## config.mk

```make
export PLATFORM = sky130hd
export DESIGN_NAME = serial_adder_ctrl_flat
export DESIGN_NICKNAME = d
export VERILOG_FILES = /design/src/rtl/serial_adder_ctrl_if.sv /design/src/rtl/serial_adder_ctrl.sv /design/src/flat_wrapper.sv
export SDC_FILE = /design/constraint.sdc
export NUM_CORES = 1
export LEC_CHECK = 0
export BUFFER_PORTS_ARGS = -buffer_cell sky130_fd_sc_hd__buf_2
export CAP_MARGIN = 20
export CELL_PAD_IN_SITES_DETAIL_PLACEMENT = 0
export CELL_PAD_IN_SITES_GLOBAL_PLACEMENT = 1
export CORE_ASPECT_RATIO = 2
export CORE_MARGIN = 2
export CORE_UTILIZATION = 44
export CTS_BUF_LIST = sky130_fd_sc_hd__clkbuf_8
export DETAILED_ROUTE_END_ITERATION = 16
export HOLD_SLACK_MARGIN = 0.06
export PLACE_DENSITY = 0.78
export SLEW_MARGIN = 20
export SYNTH_ARGS = -nofsm -noshare
export SYNTH_HDL_FRONTEND = slang
export SYNTH_SLANG_ARGS = --single-unit
export TNS_END_PERCENT = 10
```

## constraint.sdc

```tcl
create_clock -name clk -period 2 [get_ports clk]
set_input_delay 0.2 -clock clk [delete_from_list [all_inputs] [get_ports clk]]
set_output_delay 0.2 -clock clk [all_outputs]
set_load 0.01 [all_outputs]
```

## src/rtl/serial_adder_ctrl_if.sv

```systemverilog
// Operand/result handshake bundle for the nibble-serial adder.
// The producer/consumer side uses master; the adder uses slave.
interface serial_adder_ctrl_if #(
  parameter int WIDTH = 16
);
  logic             in_valid;
  logic             in_ready;
  logic [WIDTH-1:0] a;
  logic [WIDTH-1:0] b;
  logic             cin;
  logic             out_valid;
  logic             out_ready;
  logic [WIDTH-1:0] sum;
  logic             cout;

  modport master (
    output in_valid, a, b, cin, out_ready,
    input  in_ready, out_valid, sum, cout
  );

  modport slave (
    input  in_valid, a, b, cin, out_ready,
    output in_ready, out_valid, sum, cout
  );
endinterface

```

## src/rtl/serial_adder_ctrl.sv

```systemverilog
// Nibble-serial adder: one 4-bit ripple slice reused NSLICE times per add,
// carry held in a flop between passes, valid/ready on both ends.
module serial_adder_ctrl #(
  parameter int WIDTH = 16
) (
  input  logic                clk,
  input  logic                rst_n,
  serial_adder_ctrl_if.slave  bus,
  output logic                busy
);
  localparam int NSLICE = WIDTH / 4;
  localparam int CW     = (NSLICE > 1) ? $clog2(NSLICE) : 1;

  typedef enum logic [1:0] {
    IDLE = 2'd0,
    RUN  = 2'd1,
    DONE = 2'd2
  } state_e;

  state_e           state_q, state_d;
  logic [WIDTH-1:0] op_a_q, op_a_d;
  logic [WIDTH-1:0] op_b_q, op_b_d;
  logic [WIDTH-1:0] psum_q, psum_d;
  logic [WIDTH-1:0] sum_q, sum_d;
  logic [CW-1:0]    cnt_q, cnt_d;
  logic             carry_q, carry_d;
  logic             cout_q, cout_d;
  logic             out_valid_q, out_valid_d;
  logic             in_ready_q, in_ready_d;
  logic             busy_q, busy_d;

  logic [4:0]       slice_s;
  logic [WIDTH+3:0] shift_s;

  // The single 4-bit slice; its result enters the partial sum from the top.
  assign slice_s = {1'b0, op_a_q[3:0]} + {1'b0, op_b_q[3:0]} + {4'd0, carry_q};
  assign shift_s = {slice_s[3:0], psum_q};

  // Next-state and datapath updates for the accept / pass / drain sequence.
  always_comb begin
    state_d  = state_q;
    op_a_d   = op_a_q;
    op_b_d   = op_b_q;
    psum_d   = psum_q;
    sum_d    = sum_q;
    cnt_d    = cnt_q;
    carry_d  = carry_q;
    cout_d   = cout_q;
    case (state_q)
      IDLE: begin
        if (bus.in_valid && in_ready_q) begin
          op_a_d  = bus.a;
          op_b_d  = bus.b;
          carry_d = bus.cin;
          cnt_d   = '0;
          psum_d  = '0;
          state_d = RUN;
        end else begin
          state_d = IDLE;
        end
      end
      RUN: begin
        op_a_d  = op_a_q >> 3'd4;
        op_b_d  = op_b_q >> 3'd4;
        psum_d  = shift_s[WIDTH+3:4];
        carry_d = slice_s[4];
        cnt_d   = cnt_q + CW'(1);
        if (cnt_q == CW'(NSLICE - 1)) begin
          sum_d   = shift_s[WIDTH+3:4];
          cout_d  = slice_s[4];
          state_d = DONE;
        end else begin
          state_d = RUN;
        end
      end
      DONE: begin
        if (bus.out_ready) begin
          state_d = IDLE;
        end else begin
          state_d = DONE;
        end
      end
      default: begin
        state_d = IDLE;
      end
    endcase
    // Handshake flags are registered copies of the state being entered.
    out_valid_d = (state_d == DONE);
    in_ready_d  = (state_d == IDLE);
    busy_d      = (state_d != IDLE);
  end

  // State, datapath and output registers; reset aborts any add in flight.
  always_ff @(posedge clk or negedge rst_n) begin
    if (!rst_n) begin
      state_q     <= IDLE;
      op_a_q      <= '0;
      op_b_q      <= '0;
      psum_q      <= '0;
      sum_q       <= '0;
      cnt_q       <= '0;
      carry_q     <= 1'b0;
      cout_q      <= 1'b0;
      out_valid_q <= 1'b0;
      in_ready_q  <= 1'b0;
      busy_q      <= 1'b0;
    end else begin
      state_q     <= state_d;
      op_a_q      <= op_a_d;
      op_b_q      <= op_b_d;
      psum_q      <= psum_d;
      sum_q       <= sum_d;
      cnt_q       <= cnt_d;
      carry_q     <= carry_d;
      cout_q      <= cout_d;
      out_valid_q <= out_valid_d;
      in_ready_q  <= in_ready_d;
      busy_q      <= busy_d;
    end
  end

  assign bus.in_ready  = in_ready_q;
  assign bus.out_valid = out_valid_q;
  assign bus.sum       = sum_q;
  assign bus.cout      = cout_q;
  assign busy          = busy_q;
endmodule

```

## src/flat_wrapper.sv

```systemverilog
// flat-port wrapper written by rule: the top's interface ports become plain ports
module serial_adder_ctrl_flat 
#(
  parameter int WIDTH = 16
)
  (clk, rst_n, busy, bus_in_valid, bus_a, bus_b, bus_cin, bus_out_ready, bus_in_ready, bus_out_valid, bus_sum, bus_cout);
  serial_adder_ctrl_if #(.WIDTH(WIDTH)) bus_i ();
  input  logic clk;
  input  logic rst_n;
  output logic busy;
  input wire logic [$bits(bus_i.in_valid)-1:0] bus_in_valid;
  input wire logic [$bits(bus_i.a)-1:0] bus_a;
  input wire logic [$bits(bus_i.b)-1:0] bus_b;
  input wire logic [$bits(bus_i.cin)-1:0] bus_cin;
  input wire logic [$bits(bus_i.out_ready)-1:0] bus_out_ready;
  output wire logic [$bits(bus_i.in_ready)-1:0] bus_in_ready;
  output wire logic [$bits(bus_i.out_valid)-1:0] bus_out_valid;
  output wire logic [$bits(bus_i.sum)-1:0] bus_sum;
  output wire logic [$bits(bus_i.cout)-1:0] bus_cout;
  assign bus_i.in_valid = bus_in_valid;
  assign bus_i.a = bus_a;
  assign bus_i.b = bus_b;
  assign bus_i.cin = bus_cin;
  assign bus_i.out_ready = bus_out_ready;
  assign bus_in_ready = bus_i.in_ready;
  assign bus_out_valid = bus_i.out_valid;
  assign bus_sum = bus_i.sum;
  assign bus_cout = bus_i.cout;
  serial_adder_ctrl #(.WIDTH(WIDTH)) u_core (.clk(clk), .rst_n(rst_n), .bus(bus_i), .busy(busy));
endmodule
```

==> results.sh <==
export IMPL_p_per_area_nw_per_um2=1650
export IMPL_post_route_period_util=0.948
export IMPL_vdd_drop_max_mv=0.720
export IMPL_yosysWarnings=0
export IMPL_rows=42
export IMPL_dp_cells=426
export IMPL_synth_top_area_cell="dfrtp_1"
export IMPL_crit_top_cell="fa_1"
export IMPL_ant_nets=0
export IMPL_synth_top_area_frac=0.581
export IMPL_synth_seq_cells=69
export IMPL_root_buffer="clkbuf_8"
export IMPL_wl_per_cell_um=13.2
export IMPL_slew_headroom=0.657
export IMPL_path_cells="fa_1 > fa_1 > a21o_1 > a21oi_2 > o211ai_1"
export IMPL_drive_above_1_share=0.267
export IMPL_grt_setup_unrepaired="no"
export IMPL_core_um2=6570
export IMPL_viasPerCell=5.01
export IMPL_ios=57
export IMPL_setup_viol=0
export IMPL_num_vias=2259
export IMPL_grt_pass1_vias=2208
export IMPL_fin_crit_ns=1.90
export IMPL_yosys_top_cells_area="dfrtp_1 (58%), nand2_1 (12%), mux2_2 (5.3%)"
export IMPL_final_common_cell="nand2_1"
export IMPL_start_kind="flip-flop"
export IMPL_hpwl_um=4070
export IMPL_port_buffers=56
export IMPL_fp_dieW_um=62.1
export IMPL_drc=0
export IMPL_synthToLayoutAreaGrowth_pct=21.6
export IMPL_status="finished, final reports clean"
export IMPL_syn_nets=339
export IMPL_overflow=0
export IMPL_path_clk_slew_ns=0.07
export IMPL_cts_made_buffers=9
export IMPL_path_class="reg2reg"
export IMPL_netlist_area_um2=2970
export IMPL_path_max_fanout=2
export IMPL_synth_cell_type_count=27
export IMPL_worstPathArrival_ns=2.10
export IMPL_hold_class="in2reg"
export IMPL_final_cell_mix="nand2_1 (92), dfrtp_1 (69), buf_2 (56), nand3_1 (25)"
export IMPL_cts_tree="yes"
export IMPL_hold_viol_final=0
export IMPL_fmax_mhz=527
export IMPL_setup_slack_ns=0.103
export IMPL_finalNetCount=401
export IMPL_initial_core_util=0.453
export IMPL_die_area_um2=7470
export IMPL_fin_cells=451
export IMPL_grtUsageTotal=0.175
export IMPL_end_kind="flip-flop"
export IMPL_dr_pass1_iters=4
export IMPL_grt_pass1_wl_um=10200
export IMPL_n_antenna_cell=0
export IMPL_dp_slack_ns=0.0855
export IMPL_timing_setup_tns_ns=0
export IMPL_slew_viol_final=0
export IMPL_power_leakage_uw=0.00184
export IMPL_cpMaxStageDelayCell="fa_1"
export IMPL_dr_first_iter_drc_count=74
export IMPL_worst_pin_slew_ns=0.515
export IMPL_place_congestion=0.802
export IMPL_fp_dieH_um=120
export IMPL_clock_sinks=69
export IMPL_h_tree_depth=3
export IMPL_power_uw=5960
export IMPL_grt_antenna_before_repair=0
export IMPL_worstSkewPairLatency_ns=0.34
export IMPL_grt_max_degree=78
export IMPL_clk_path_buf_depth=2
export IMPL_drt_wl_total_um=5960
export IMPL_synthCells=296
export IMPL_maxCapViolCount=0
export IMPL_slowest_delay_ns=0.47
export IMPL_required_ns=2.20
export IMPL_finClkSkew_ns=0.0117
export IMPL_postSynthAreaPerCell_um2=10.0
export IMPL_synth_seq_area_share=0.581
-- critical path: cells and delay by family (launching register included) --
family	cells	cell delay, ns
flops	1	0.41
fa+ha+maj	2	0.89
compound gates	3	0.47
-- registers in the layout (all words and copies together) (netlist names) --
name and count:
u_core.bus.sum 16, u_core.op_a_q 16, u_core.op_b_q 16, u_core.psum_q 12, u_core.cnt_q 2, u_core.state_q 2
u_core.bus.cout 1, u_core.bus.in_ready 1, u_core.bus.out_valid 1, u_core.busy 1, u_core.carry_q 1
-- area by class of cell --
cell class	instances	area [µm²]
fillers	633	2950
flip-flops and latches	69	1730
multi-input cells	205	1110
repair buffers	72	473
clock buffers	9	124
well taps	88	110
clock inverters	7	66.3
inverters	1	3.75
-- per-stage QoR --
stage	util	hold WS, ns	area [µm²]
2_1_floorplan	-	-0.0956	2970
3_3_place_gp	0.507	0.201	3330
3_5_place_dp	0.507	0.200	3330
4_1_cts	0.550	0.0949	3610
5_1_grt	0.550	0.102	3620
6_report	0.550	0.111	3620
-- path summary, 6_finish.rpt --
check                              startpoint            endpoint  slack [ns]  cells past startpoint
max                            u_core.carry_q      u_core.carry_q        0.10                      5
min                                  bus_a[9]    u_core.op_a_q[9]        0.11                      3
max reg2reg                    u_core.carry_q      u_core.carry_q        0.10                      5
min reg2reg                u_core.bus.sum[15]  u_core.bus.sum[15]        0.48                      2
max in group asynchronous               rst_n   u_core.state_q[0]        1.02                      3
min in group asynchronous               rst_n   u_core.bus.sum[0]        0.38                      2
-- per-layer routing --
metal / global-route usage / vias up / part of all wire
li1: - / 1113 / -
met5: 0 / - / 0
met2: 0.294 / 58 / 0.51
met1: 0.208 / 1077 / 0.42
met3: 0.0428 / 11 / 0.041
met4: 0.0903 / 0 / 0.025
-- cell usage after synthesis --
library cell,count
nand2_1,92
dfrtp_1,69
nand3_1,25
a31oi_1,24
nor2_1,24
mux2_2,14
buf_2,11
buf_4,5
o21ai_0,5
buf_6,4
ha_1,4
a21oi_1,2
fa_1,2
o31ai_1,2
a21boi_0,1
a21o_1,1
and3b_1,1
and4bb_1,1
clkbuf_1,1
inv_1,1
nand2b_1,1
nand3b_1,1
nand4bb_1,1
nor2b_1,1
o211ai_1,1
or3b_2,1
xnor2_1,1
-- kinds of logic after synthesis --
logic type	Yosys count	share of synthesized area
compound gates	36	0.0749
xor+xnor	1	0.00295
fa+ha+maj	6	0.0303
buf+inv	22	0.0488
flops	69	0.581
mux	14	0.0530
simple gates	148	0.209
-- repair_timing --
item,in CTS,in global routing
hold endpoints to repair,29,0
setup endpoints to repair,0,2
gates resized for setup,0,1
hold buffers,9,0
setup buffers,0,0
-- report_power, final --
part	internal, µW	leakage (µW)	switching (µW)
clock	568	0.0000987	503
combinational	1060	0.000883	1350
sequential	2070	0.000854	409
(Power assumes the default switching activity.)
